===== src/rtl/tetris_input_pkg.sv =====
// Shared types for the move command scheduler.
//   cmd_t      : queued command code (ROTATE=up, DROP=down, LEFT, RIGHT)
//   ch_state_t : per-direction auto-repeat channel state
package tetris_input_pkg;

    typedef enum logic [1:0] {
        ROTATE = 2'd0,
        DROP   = 2'd1,
        LEFT   = 2'd2,
        RIGHT  = 2'd3
    } cmd_t;

    typedef enum logic [1:0] {
        CH_IDLE   = 2'd0,
        CH_DELAY  = 2'd1,
        CH_REPEAT = 2'd2,
        CH_HELD   = 2'd3
    } ch_state_t;

    localparam int unsigned NUM_CH = 4;

endpackage


===== src/rtl/move_cmd_scheduler_if.sv =====
// Command queue output bus.
//   cmd_valid  : queue head valid
//   cmd_code   : queue head command
//   cmd_ready  : consumer accepts head when cmd_valid && cmd_ready
//   overflow   : one-cycle pulse when an event is dropped on a full queue
//   fifo_count : current queue occupancy
interface move_cmd_scheduler_if
    import tetris_input_pkg::*;
#(
    parameter int unsigned FIFO_DEPTH = 4
);
    localparam int unsigned CW = $clog2(FIFO_DEPTH) + 1;

    logic          cmd_valid;
    cmd_t          cmd_code;
    logic          cmd_ready;
    logic          overflow;
    logic [CW-1:0] fifo_count;

    modport master (output cmd_valid, cmd_code, overflow, fifo_count, input  cmd_ready);
    modport slave  (input  cmd_valid, cmd_code, overflow, fifo_count, output cmd_ready);

endinterface


===== src/rtl/dir_repeat_ch.sv =====
// One direction channel: edge sampling, DAS/ARR auto-repeat FSM and pending flag.
//   level   : debounced held input
//   freeze  : hold the counter and suppress repeat events (press events still fire)
//   clr     : arbiter consumed this channel's pending flag
//   pending : event waiting for arbitration
module dir_repeat_ch
    import tetris_input_pkg::*;
#(
    parameter int unsigned DAS_CYCLES = 20_000_000,
    parameter int unsigned ARR_CYCLES = 5_000_000,
    parameter bit          REPEAT_EN  = 1'b1
) (
    input  logic clk,
    input  logic rst_n,
    input  logic level,
    input  logic freeze,
    input  logic clr,
    output logic pending
);
    localparam int unsigned MAX_CYC = (DAS_CYCLES > ARR_CYCLES) ? DAS_CYCLES : ARR_CYCLES;
    localparam int unsigned CNT_W   = $clog2(MAX_CYC) + 1;
    localparam logic [CNT_W-1:0] DAS_LAST = CNT_W'(DAS_CYCLES - 1);
    localparam logic [CNT_W-1:0] ARR_LAST = CNT_W'(ARR_CYCLES - 1);

    ch_state_t        state_q, state_d;
    logic [CNT_W-1:0] cnt_q, cnt_d;
    logic             sample_q, sample_d;
    logic             pending_q, pending_d;
    logic             evt_c;

    // Sample register resets high so a button held through reset stays silent.
    always_ff @(posedge clk or negedge rst_n) begin
        if (!rst_n) begin
            state_q   <= CH_IDLE;
            cnt_q     <= '0;
            sample_q  <= 1'b1;
            pending_q <= 1'b0;
        end else begin
            state_q   <= state_d;
            cnt_q     <= cnt_d;
            sample_q  <= sample_d;
            pending_q <= pending_d;
        end
    end

    // Next state, counter and event generation.
    always_comb begin
        state_d  = state_q;
        cnt_d    = cnt_q;
        sample_d = level;
        evt_c    = 1'b0;
        if (!level) begin
            state_d = CH_IDLE;
            cnt_d   = '0;
        end else begin
            unique case (state_q)
                CH_IDLE: begin
                    if (!sample_q) begin
                        evt_c   = 1'b1;
                        cnt_d   = '0;
                        state_d = REPEAT_EN ? CH_DELAY : CH_HELD;
                    end
                end
                CH_DELAY: begin
                    if (!freeze) begin
                        if (cnt_q == DAS_LAST) begin
                            evt_c   = 1'b1;
                            cnt_d   = '0;
                            state_d = CH_REPEAT;
                        end else begin
                            cnt_d = cnt_q + CNT_W'(1);
                        end
                    end
                end
                CH_REPEAT: begin
                    if (!freeze) begin
                        if (cnt_q == ARR_LAST) begin
                            evt_c = 1'b1;
                            cnt_d = '0;
                        end else begin
                            cnt_d = cnt_q + CNT_W'(1);
                        end
                    end
                end
                CH_HELD: begin
                    state_d = CH_HELD;
                end
                default: state_d = CH_IDLE;
            endcase
        end
        // A new event on an already-set flag merges; an event in the grant cycle survives the clear.
        pending_d = (pending_q & ~clr) | evt_c;
    end

    assign pending = pending_q;

endmodule


===== src/rtl/move_cmd_scheduler.sv =====
// Turns four held direction inputs into a queue of move commands with DAS/ARR
// auto-repeat, fixed-priority arbitration and an overflow-reporting FIFO.
//   clk, rst_n            : clock, async active-low reset
//   up/down/left/right    : debounced held inputs
//   cmd_if (master)       : cmd_valid/cmd_code/cmd_ready/overflow/fifo_count
module move_cmd_scheduler
    import tetris_input_pkg::*;
#(
    parameter int unsigned DAS_CYCLES = 20_000_000,
    parameter int unsigned ARR_CYCLES = 5_000_000,
    parameter int unsigned FIFO_DEPTH = 4
) (
    input  logic                  clk,
    input  logic                  rst_n,
    input  logic                  up,
    input  logic                  down,
    input  logic                  left,
    input  logic                  right,
    move_cmd_scheduler_if.master  cmd_if
);
    localparam int unsigned PW = $clog2(FIFO_DEPTH);
    localparam int unsigned CW = PW + 1;

    logic [NUM_CH-1:0] pend_c;
    logic [NUM_CH-1:0] grant_c;
    logic              freeze_lr_c;

    // Holding both left and right cancels their repeats.
    assign freeze_lr_c = left & right;

    dir_repeat_ch #(.DAS_CYCLES(DAS_CYCLES), .ARR_CYCLES(ARR_CYCLES), .REPEAT_EN(1'b0)) u_ch_rotate (
        .clk(clk), .rst_n(rst_n), .level(up), .freeze(1'b0),
        .clr(grant_c[ROTATE]), .pending(pend_c[ROTATE]));
    dir_repeat_ch #(.DAS_CYCLES(DAS_CYCLES), .ARR_CYCLES(ARR_CYCLES), .REPEAT_EN(1'b1)) u_ch_drop (
        .clk(clk), .rst_n(rst_n), .level(down), .freeze(1'b0),
        .clr(grant_c[DROP]), .pending(pend_c[DROP]));
    dir_repeat_ch #(.DAS_CYCLES(DAS_CYCLES), .ARR_CYCLES(ARR_CYCLES), .REPEAT_EN(1'b1)) u_ch_left (
        .clk(clk), .rst_n(rst_n), .level(left), .freeze(freeze_lr_c),
        .clr(grant_c[LEFT]), .pending(pend_c[LEFT]));
    dir_repeat_ch #(.DAS_CYCLES(DAS_CYCLES), .ARR_CYCLES(ARR_CYCLES), .REPEAT_EN(1'b1)) u_ch_right (
        .clk(clk), .rst_n(rst_n), .level(right), .freeze(freeze_lr_c),
        .clr(grant_c[RIGHT]), .pending(pend_c[RIGHT]));

    cmd_t          mem_q [FIFO_DEPTH];
    cmd_t          mem_d [FIFO_DEPTH];
    logic [PW-1:0] wr_ptr_q, wr_ptr_d, rd_ptr_q, rd_ptr_d;
    logic [CW-1:0] count_q, count_d;
    logic          cmd_valid_q, cmd_valid_d;
    cmd_t          cmd_code_q, cmd_code_d;
    logic          overflow_q, overflow_d;
    logic          push_c, pop_c, full_c, wr_en_c;
    cmd_t          push_code_c;

    always_ff @(posedge clk or negedge rst_n) begin
        if (!rst_n) begin
            for (int i = 0; i < FIFO_DEPTH; i++) mem_q[i] <= ROTATE;
            wr_ptr_q    <= '0;
            rd_ptr_q    <= '0;
            count_q     <= '0;
            cmd_valid_q <= 1'b0;
            cmd_code_q  <= ROTATE;
            overflow_q  <= 1'b0;
        end else begin
            mem_q       <= mem_d;
            wr_ptr_q    <= wr_ptr_d;
            rd_ptr_q    <= rd_ptr_d;
            count_q     <= count_d;
            cmd_valid_q <= cmd_valid_d;
            cmd_code_q  <= cmd_code_d;
            overflow_q  <= overflow_d;
        end
    end

    // Fixed-priority arbiter and FIFO update; head outputs are registered from next state.
    always_comb begin
        grant_c     = '0;
        push_c      = 1'b0;
        push_code_c = ROTATE;
        if (pend_c[ROTATE]) begin
            grant_c[ROTATE] = 1'b1; push_c = 1'b1; push_code_c = ROTATE;
        end else if (pend_c[DROP]) begin
            grant_c[DROP]   = 1'b1; push_c = 1'b1; push_code_c = DROP;
        end else if (pend_c[LEFT]) begin
            grant_c[LEFT]   = 1'b1; push_c = 1'b1; push_code_c = LEFT;
        end else if (pend_c[RIGHT]) begin
            grant_c[RIGHT]  = 1'b1; push_c = 1'b1; push_code_c = RIGHT;
        end

        full_c  = (count_q == CW'(FIFO_DEPTH));
        pop_c   = cmd_valid_q & cmd_if.cmd_ready;
        // When full, a same-cycle pop frees the head slot, which is also the tail slot.
        wr_en_c = push_c & (~full_c | pop_c);

        mem_d = mem_q;
        if (wr_en_c) mem_d[wr_ptr_q] = push_code_c;
        wr_ptr_d    = wr_ptr_q + PW'(wr_en_c);
        rd_ptr_d    = rd_ptr_q + PW'(pop_c);
        count_d     = count_q + CW'(wr_en_c) - CW'(pop_c);
        cmd_valid_d = (count_d != '0);
        cmd_code_d  = mem_d[rd_ptr_d];
        overflow_d  = push_c & full_c & ~pop_c;
    end

    assign cmd_if.cmd_valid  = cmd_valid_q;
    assign cmd_if.cmd_code   = cmd_code_q;
    assign cmd_if.overflow   = overflow_q;
    assign cmd_if.fifo_count = count_q;

endmodule


===== src/flat_wrapper.sv =====
// flat-port wrapper written by rule: the top's interface ports become plain ports
module move_cmd_scheduler_flat import tetris_input_pkg::*;
#(
    parameter int unsigned DAS_CYCLES = 20_000_000,
    parameter int unsigned ARR_CYCLES = 5_000_000,
    parameter int unsigned FIFO_DEPTH = 4
)
  (clk, rst_n, up, down, left, right, cmd_if_cmd_valid, cmd_if_cmd_code, cmd_if_overflow, cmd_if_fifo_count, cmd_if_cmd_ready);
  move_cmd_scheduler_if #(.FIFO_DEPTH(FIFO_DEPTH)) cmd_if_i ();
  input  logic clk;
  input  logic rst_n;
  input  logic up;
  input  logic down;
  input  logic left;
  input  logic right;
  output wire logic [$bits(cmd_if_i.cmd_valid)-1:0] cmd_if_cmd_valid;
  output wire logic [$bits(cmd_if_i.cmd_code)-1:0] cmd_if_cmd_code;
  output wire logic [$bits(cmd_if_i.overflow)-1:0] cmd_if_overflow;
  output wire logic [$bits(cmd_if_i.fifo_count)-1:0] cmd_if_fifo_count;
  input wire logic [$bits(cmd_if_i.cmd_ready)-1:0] cmd_if_cmd_ready;
  assign cmd_if_cmd_valid = cmd_if_i.cmd_valid;
  assign cmd_if_cmd_code = cmd_if_i.cmd_code;
  assign cmd_if_overflow = cmd_if_i.overflow;
  assign cmd_if_fifo_count = cmd_if_i.fifo_count;
  assign cmd_if_i.cmd_ready = cmd_if_cmd_ready;
  move_cmd_scheduler #(.DAS_CYCLES(DAS_CYCLES), .ARR_CYCLES(ARR_CYCLES), .FIFO_DEPTH(FIFO_DEPTH)) u_core (.clk(clk), .rst_n(rst_n), .up(up), .down(down), .left(left), .right(right), .cmd_if(cmd_if_i));
endmodule

===== config.mk =====
export PLATFORM = sky130hd
export DESIGN_NAME = move_cmd_scheduler_flat
export DESIGN_NICKNAME = d
export VERILOG_FILES = /design/src/rtl/tetris_input_pkg.sv /design/src/rtl/move_cmd_scheduler_if.sv /design/src/rtl/dir_repeat_ch.sv /design/src/rtl/move_cmd_scheduler.sv /design/src/flat_wrapper.sv
export SDC_FILE = /design/constraint.sdc
export NUM_CORES = 1
export LEC_CHECK = 0
export ABC_CLOCK_PERIOD_IN_PS = 2560
export BUFFER_PORTS_ARGS = -buffer_cell sky130_fd_sc_hd__buf_2
export CELL_PAD_IN_SITES_DETAIL_PLACEMENT = 0
export CELL_PAD_IN_SITES_GLOBAL_PLACEMENT = 1
export CORE_MARGIN = 2
export CORE_UTILIZATION = 50
export DETAILED_ROUTE_END_ITERATION = 6
export GPL_ROUTABILITY_DRIVEN = 0
export HOLD_SLACK_MARGIN = 0.12
export PLACE_DENSITY_LB_ADDON = 0.1
export SYNTH_ARGS = -nofsm -noshare
export SYNTH_HDL_FRONTEND = slang
export SYNTH_SLANG_ARGS = --single-unit

===== constraint.sdc =====
create_clock -name clk -period 2.56 [get_ports clk]
set_input_delay 0.256 -clock clk [delete_from_list [all_inputs] [get_ports clk]]
set_output_delay 0.256 -clock clk [all_outputs]
set_load 0.01 [all_outputs]

Word level (Yosys, flattened, before mapping) --
Index checks and enable logic that the tools add are counted.
Word-level totals: input bits 7, word-level logic and storage cells 201, output and inout port bits 7, bits in registers 139
Operators by class: equality and inequality tests 41, bitwise logic cells 22, $lt $le $gt $ge 3, add/subtract/negate cells 8, reduce and logical (&&, ||, !) cells 14, multiplexer cells 87
Operators by type and width (number):
- 2-to-1 mux 26 bit | 20
- one-hot mux 26 bit (3 select lines) | 4
- adder 26 x 1 -> 26 bit (second input constant) | 4
- == test 26 x 23 -> 1 bit (second input constant) | 4
- == test 26 x 25 -> 1 bit (second input constant) | 4
- 2-to-1 mux 2 bit | 22
- != test 3 bit (second input constant) | 12
- != test 4 x 1 -> 1 bit (second input constant) | 8
- 2-to-1 mux 1 bit | 28
- one-hot mux 2 bit (3 select lines) | 4
- == test 2 bit (second input constant) | 8
- AND reduction 4 bit | 4
- one-hot mux 1 bit (3 select lines) | 4
- AND 1 bit | 9
- bitwise mux 8 bit | 1
- == test 2 x 1 -> 1 bit (second input constant) | 4
- zero test 2 bit | 4
- 2-to-1 mux 8 bit | 1
- greater-or-equal comparator 3 bit (second input constant) | 2
- inverter 1 bit | 6
- inverter 2 -> 3 bit | 2
- AND reduction 3 bit | 2
- OR 1 bit | 5
- adder 2 x 1 -> 2 bit | 2
- 10 further kinds | 11

Longest topological paths before layout --
Gate-level depths: netlist of run 1.
depth after elaboration 10, mapped depth 10, gate-level depth less buffers 8

Cells and area by module --
Synthesis of run 1 repeated with hierarchy kept, for this count alone.
Unflattened totals: cell total of the unflattened synthesis 977, area total of the unflattened synthesis 8660.8 um2
Modules (own cells, without submodules):
- dir_repeat_ch at u_core.u_ch_drop ... | area an instance 1979.4 um2, seq. area each 752.0 um2, times used 3, cells each 235
- dir_repeat_ch at u_core.u_ch_rotate | area an instance 1811.7 um2, seq. area each 752.0 um2, times used 1, cells each 201
- move_cmd_scheduler | area an instance 910.9 um2, seq. area each 475.5 um2, times used 1, cells each 71

Worst setup path before layout of run 1 --
OpenSTA, ideal clock, no wires.
path type register to register, from register u_core.u_ch_rotate.cnt_q[16], to register u_core.u_ch_rotate.cnt_q[9], buffers on the path 1, slack 245 ps, setup time 121 ps, clock period less this slack 2315 ps, arrival time 2194 ps, data required time 2439 ps, cell stages (with the launch flop) 8, cell sequence dfrtp_1 or4b_1 or4_4 o21ai_4 a21oi_2 buf_6 a21o_1 a22o_1
On the way: cells in the longest elaborated chain, start to end 4, elaborated cells on any way between the ends 6, classes of those cells 2 x eq/ne; 4 x mux
Ends and longest elaborated chain:
- start, declared | line dir_repeat_ch.sv:26 | logic [CNT_W-1:0] cnt_q, cnt_d;
- start signal, assigned | line dir_repeat_ch.sv:40 | cnt_q <= cnt_d;
- == test 26 x 23 -> 1 bit or == test 26 x 25 -> 1 bit (tied branches) | line dir_repeat_ch.sv:77, dir_repeat_ch.sv:66
- 2-to-1 mux 26 bit (on tied branches) | line dir_repeat_ch.sv:77, dir_repeat_ch.sv:66
- one-hot mux 26 bit (3 select lines) * | line dir_repeat_ch.sv:56 | unique case (state_q)
- 2-to-1 mux 26 bit * | line dir_repeat_ch.sv:52 | if (!level) begin
Mark *: on every way between the ends. The rest lies on a longest branch, timed or not. A chain may end at the register's enable or synchronous reset.

Worst setup path after layout of run 1 --
from register u_core.u_ch_rotate.cnt_q[23], to register u_core.u_ch_rotate.cnt_q[9]
The elaborated chain is that of the path after synthesis.

==> impl_metrics.env, run 1 <==
export IMPL_areaGrowthSynthToFinish_pct=16.1
export IMPL_crit_family="simple AND/OR/NAND/NOR gates"
export IMPL_holdCritPathClass="input port to register"
export IMPL_synth_cell_type_count=73
export IMPL_p_per_area_mw_per_mm2=799
export IMPL_crit_chain="or4_1 -> or4_1 -> o21ai_4 -> a21oi_2 -> a21o_1 -> a22o_1"
export IMPL_fin_worst_skew_ns=0.00800
export IMPL_post_dp_hpwl_um=12700
export IMPL_synth_edf_count=0
export IMPL_critical_path_slowest_cell="or4_1"
export IMPL_h_tree_depth=4
export IMPL_ys_ff_latch=139
export IMPL_viasPerCell=5.79
export IMPL_leakagePower_nw=3.98
export IMPL_min_period_over_period_pct=96.1
export IMPL_tightestPinTransition_ns=0.654
export IMPL_core_mm2=0.0153
export IMPL_route_vias_total=6550
export IMPL_ys_seq_area_share_pct=44.2
export IMPL_die_w_um=130
export IMPL_wire_per_inst_um=16.0
export IMPL_min_period_ns=2.46
export IMPL_cp_slowest_stage_delay_ns=0.57
export IMPL_relSlewSlack_pct=56.1
export IMPL_cts_buffers=17
export IMPL_cp_arrival_ns=2.77
export IMPL_row_count=45
export IMPL_worst_path_buf_inv=0
export IMPL_cts_sinks=139
export IMPL_cap_violations=0
export IMPL_critPathMostFrequentCell="or4_1"
export IMPL_crit_fanout=11
export IMPL_status="complete, no violations"
export IMPL_hold_slack_ns=0.143
export IMPL_netlist_instances=849
export IMPL_finalSetupTns_ns=0
export IMPL_io_pins=14
export IMPL_floorplan_initialDensity_pct=51.5
export IMPL_first_global_vias=6550
export IMPL_total_power_w=0.00732
export IMPL_crit_required_ns=2.87
export IMPL_first_pass_iters=7
export IMPL_drt_iter0_drc=429
export IMPL_layout_cells_non_filler=1132
export IMPL_path_clk_slew_ns=0.06
export IMPL_finalSetupViolations=0
export IMPL_nets=946
export IMPL_syn_avg_cell_area_um2=9.29
export IMPL_slew_violations=0
export IMPL_gr_total_overflow=0
export IMPL_post_place_ws_ns=0.0820
export IMPL_crit_type="register to register"
export IMPL_ir_drop_mv=0.505
export IMPL_drive_gt1_share_pct=13.2
export IMPL_ys_warn_count=0
export IMPL_cts_tree="yes"
export IMPL_cts_setup_buffers=0
export IMPL_fp_dieH_um=130
export IMPL_endpoint_kind="register"
export IMPL_clk_latency_ns=0.42
export IMPL_synth_area_mm2=0.00789
export IMPL_routed_wl_um=18100
export IMPL_fmax_ghz=0.406
export IMPL_root_buffer="clkbuf_16"
export IMPL_portBuffers=13
export IMPL_antenna_left=0
export IMPL_hold_viol=0
export IMPL_grt_pass1_wl_um=31300
export IMPL_drc_errors=0
export IMPL_syn_nets=887
export IMPL_setup_ws_ns=0.0988
export IMPL_die_area_mm2=0.0168
export IMPL_clockBufferDepth=2
export IMPL_async_flop_share_pct=100
export IMPL_worstSetupStartpointType="register"
export IMPL_rsz0062_at_grt="no"
export IMPL_synth_flop_cell="dfrtp_1"
export IMPL_antenna_found_initial=0
export IMPL_placed_cells=1095
export IMPL_grt_total_usage_pct=23.1
export IMPL_grt_max_degree=64
export IMPL_insertedDiodeCount=0
[repair_timing]
| item | 4_1_cts | 5_1_grt |
|---|---|---|
| gates resized for setup | 0 | 4 |
| hold buffers | 5 | 0 |
| endpoints found under the setup margin | 0 | 18 |
| hold endpoints to repair | 63 | 0 |
[synthesized netlist by cell type (all sizes together), types with 14 or more instances]
master,n,area [µm²]
dfrtp,135,3380
nor2,97,364
nand2,90,338
nand3,49,245
o21ai,38,201
ha,30,375
inv,30,113
xor2,28,245
xnor2,27,236
a21oi,26,134
nor3,25,125
nand4,20,125
a22o,19,166
and3,19,120
nor2b,16,100
a31oi,14,87.6
and2,14,87.6
clkbuf,14,52.6
[logic make-up (layout without fill, tap and decap cells)]
group / after synthesis / after routing / synth area share [%]
simple gates: 409 / 409 / 26.9
compound gates: 149 / 149 / 12.9
flops: 139 / 139 / 44.2
xor+xnor: 55 / 55 / 6.11
buf+inv: 52 / 124 / 2.68
fa+ha+maj: 31 / 31 / 5.01
mux: 14 / 14 / 2.24
[area by class of cell]
cell class,instances,area (µm²)
flip-flops and latches,139,3480
clock inverters,13,164
well taps,211,264
multi-input cells,658,4220
fillers,1314,6160
repair buffers,62,464
inverters,30,113
clock buffers,19,453
[power breakdown]
| group | total, W | internal [W] | switching (W) |
|---|---|---|---|
| Clock | 0.00258 | 0.00159 | 0.000987 |
| Sequential | 0.00261 | 0.00243 | 0.000179 |
| Combinational | 0.00213 | 0.000903 | 0.00123 |
[tightest hold or removal path: stages]
cell and delay, ns:
buf_2 0.09, a211oi_1 0.08, nand2_1 0.07, nor2_1 0.04
[state kept, by name, summed over array words and instances, names as in the netlist, 2 cells and up]
register,count
u_core.cmd_if.cmd_code,2
u_core.u_ch_drop.cnt_q,26
u_core.u_ch_left.state_q,2
u_core.mem_q,8
u_core.rd_ptr_q,2
u_core.wr_ptr_q,2
u_core.u_ch_drop.state_q,2
u_core.u_ch_right.state_q,2
u_core.u_ch_rotate.state_q,2
u_core.u_ch_right.cnt_q,26
u_core.cmd_if.fifo_count,3
u_core.u_ch_left.cnt_q,26
u_core.u_ch_rotate.cnt_q,26
[path summary, 6_finish.rpt]
path	cells past startpoint	start	endpoint	slack [ns]
worst max-delay path	6	u_core.u_ch_rotate.cnt_q[23]	u_core.u_ch_rotate.cnt_q[9]	0.1
worst min-delay path	4	cmd_if_cmd_ready	u_core.cmd_if.overflow	0.14
worst max register to register	6	u_core.u_ch_rotate.cnt_q[23]	u_core.u_ch_rotate.cnt_q[9]	0.1
worst min register to register	1	u_core.mem_q[4]	u_core.mem_q[4]	0.49
max in group asynchronous	3	rst_n	u_core.u_ch_right.sample_q	1.33
min in group asynchronous	2	rst_n	u_core.u_ch_right.cnt_q[20]	0.40
[cells in the final DEF, fill, tap and decap left out, types with 5 or more instances in the layout]
master           n
mux2_2           9
a21oi_1         25
dfrtp_1        135
nand4_1         20
and3_1          18
nor4_1          12
inv_1           30
nor2b_1         16
ha_1            30
or4_1            6
or3_1           12
buf_2           12
a21o_1          10
a31oi_1         14
clkbuf_16       17
nand3_1         49
dlygate4sd3_1    5
and4_1           8
o21ai_0         36
a22o_1          19
nand2_1         90
and2_1          13
xnor2_1         27
xor2_1          28
nor3_1          24
o31ai_1          5
nor2_1          96
nor4b_1          8
buf_4           43
[stage by stage]
stage	utilization (%)	area, µm²
3_5_place_dp	55.3	8470
2_1_floorplan	-	7890
6_report	59.8	9160
5_1_grt	59.8	9160
3_3_place_gp	55.3	8470
4_1_cts	59.6	9140
[routing by layer]
layer  wire, µm  up-vias  GRT usage, %
met1       8380     3235          29.7
met5          0        -             0
met2       8860      122          39.1
met4        242        0          6.58
met3        638       22          5.41
li1           -     3171             -
No activity file was read; power rests on OpenSTA's default activity.
==> run 2, diff against run 1 <==
- BUFFER_PORTS_ARGS: -buffer_cell sky130_fd_sc_hd__buf_2 -> unset
- CAP_MARGIN: unset -> 20
- CTS_CLUSTER_DIAMETER: unset -> 30
- DONT_BUFFER_PORTS: unset -> 1
==> run 2 against run 1 <==
- the run now ends with design-rule violations, negative hold slack left
- sequential power is 2% higher
- routed wire length is 2.9% lower
- die area stayed put
- final cell count is 1.5% lower
- non-clock buffer count is 17 lower
- via count is 2.5% lower
- maximum frequency is 1.6% lower
- register-to-register slack worse by 0.04 ns
- clock-buffer cell count is 2 higher
- total power is 5.1% lower
- global-route usage is 0.58 points lower
- largest cell class unchanged
- highest routed layer unchanged
==> impl_metrics.env, run 2 (synthesis results as in run 1) <==
export IMPL_fp_dieH_um=130
export IMPL_p_sw_share_pct=32.8
export IMPL_core_mm2=0.0153
export IMPL_routed_wl_um=17600
export IMPL_drive_gt1_share_pct=11.5
export IMPL_tightestPinTransition_ns=0.599
export IMPL_fin_worst_skew_ns=0.0111
export IMPL_drc_errors=9
export IMPL_total_power_w=0.00695
export IMPL_route_vias_total=6383
export IMPL_fmax_ghz=0.400
export IMPL_status="finished with violations"
export IMPL_final_cell_mix="dfrtp_1, nor2_1, nand2_1, nand3_1, buf_4"
export IMPL_insertedDiodeCount=0
export IMPL_die_w_um=130
export IMPL_crit_required_ns=2.87
export IMPL_worstSetupStartpointType="register"
export IMPL_first_pass_iters=7
export IMPL_hold_slack_ns=-0.468
export IMPL_grt_total_usage_pct=22.5
export IMPL_cts_tree="yes"
export IMPL_cts_buffers=17
export IMPL_min_period_over_period_pct=97.7
export IMPL_gr_total_overflow=0
export IMPL_nets=929
export IMPL_holdCritPathClass="input port to asynchronous set/reset pin"
export IMPL_drt_iter0_drc=376
export IMPL_hold_buffers=5
export IMPL_min_period_ns=2.50
export IMPL_grt_max_degree=140
export IMPL_floorplan_initialDensity_pct=51.5
export IMPL_viasPerCell=5.72
export IMPL_path_clk_slew_ns=0.06
export IMPL_relSlewSlack_pct=60.0
export IMPL_die_area_mm2=0.0168
export IMPL_hold_viol=139
export IMPL_leakagePower_nw=3.87
export IMPL_antenna_left=0
export IMPL_clk_latency_ns=0.42
export IMPL_cap_violations=0
export IMPL_combPwrFrac_pct=28.5
export IMPL_p_per_area_mw_per_mm2=772
export IMPL_crit_fanout=12
export IMPL_ir_drop_mv=0.543
export IMPL_violations="design-rule violations, negative hold slack"
export IMPL_first_global_vias=6286
export IMPL_areaGrowthSynthToFinish_pct=14.0
export IMPL_io_pins=14
export IMPL_endpoint_kind="register"
export IMPL_power_frac_seq_pct=38.2
export IMPL_crit_type="register to register"
export IMPL_post_place_ws_ns=0.0843
export IMPL_dpl_cell_area_mm2=0.00836
export IMPL_h_tree_depth=4
export IMPL_p_int_w=0.00467
export IMPL_grt_pass1_wl_um=30300
export IMPL_antenna_found_initial=0
export IMPL_root_buffer="clkbuf_16"
export IMPL_clockBufferDepth=2
export IMPL_setup_ws_ns=0.0584
export IMPL_nFillCells=1350
export IMPL_portBuffers=0
export IMPL_p_clk_share_pct=33.3
export IMPL_row_count=45
export IMPL_finalSetupViolations=0
export IMPL_design_area_mm2=0.00899
export IMPL_switching_power_w=0.00228
export IMPL_slew_violations=0
export IMPL_cp_arrival_ns=2.81
export IMPL_layout_commonest_cell="dfrtp_1"
export IMPL_post_dp_hpwl_um=12100
export IMPL_cts_sinks=139
export IMPL_wire_per_inst_um=15.8
==> run 2: cell count changes in the layout (fill, tap and decap cells not counted), sizes merged <==
cell,previous run,this run
buf,57,40
clkinv,5,8
inv,33,30
bufinv,3,1
clkbuf,19,21
==> run 2: path summary, 6_finish.rpt <==
path | slack (ns) | cells past startpoint | start | endpoint
hold reg to reg | 0.49 | 1 | u_core.mem_q[6] | u_core.mem_q[6]
min in group clk | 0.14 | 2 | left | u_core.u_ch_right.state_q[0]
setup reg to reg | 0.06 | 7 | u_core.u_ch_rotate.cnt_q[13] | u_core.u_ch_rotate.cnt_q[21]
max in group asynchronous | 2.74 | 0 | rst_n | u_core.u_ch_right.sample_q
setup / recovery | 0.06 | 7 | u_core.u_ch_rotate.cnt_q[13] | u_core.u_ch_rotate.cnt_q[21]
hold / removal | -0.47 | 0 | rst_n | u_core.u_ch_drop.cnt_q[4]
==> run 2: critical path, stage by stage, from the launching register on <==
cell and delay, ns:
dfrtp_1 0.42, or4b_1 0.54, or4_4 0.57, o21ai_4 0.22
a211oi_2 0.10, buf_4 0.20, a21o_1 0.17, a22o_1 0.17
==> run 2: power groups by stage <==
| stage | combinational [W] | clock (W) | sequential, W |
|---|---|---|---|
| 2_1_floorplan | 0.00144 | 0 | 0.00263 |
| 3_3_place_gp | 0.00188 | 0 | 0.00267 |
| 3_5_place_dp | 0.00196 | 0 | 0.00269 |
| 4_1_cts | 0.00197 | 0.00238 | 0.00265 |
| 5_1_grt | 0.00222 | 0.00249 | 0.00268 |
| 6_report | 0.00198 | 0.00231 | 0.00266 |
==> run 2: stage by stage <==
step                      std cells  util [%]  TNS [ns]  hold WS (ns)
final                          1115      58.7         0        -0.468
after global routing           1115      58.7  -0.00131        -0.507
after CTS                      1114      58.5         0        -0.493
after detailed placement       1077      54.6         0       -0.0354
after global placement         1077      54.6         0       -0.0359
after floorplan                 849         -         0       -0.0396
==> run 2: final cells by class <==
cell class / instances / area [µm²] / area share (%)
inverter: 30 / 113 / 1.25
clock inverter: 11 / 96.3 / 1.07
multi-input combinational: 658 / 4210 / 46.9
timing repair buffer: 45 / 363 / 4.03
sequential: 139 / 3480 / 38.7
clock buffer: 21 / 460 / 5.12
tap: 211 / 264 / 2.94
==> run 2: per-layer routing <==
layer | routed length (µm) | vias to the layer above | GRT usage (%)
li1 | - | 3137 | -
met1 | 8340 | 3128 | 30.5
met2 | 8450 | 98 | 35.9
met3 | 609 | 20 | 5.53
met4 | 206 | 0 | 6.64
met5 | 0 | - | 0
==> run 2: timing repair <==
item                                   CTS  global route
endpoints found under the hold margin  154           139
setup endpoints to repair                0             4
gates resized for setup                  0             4
setup buffers                            0             1
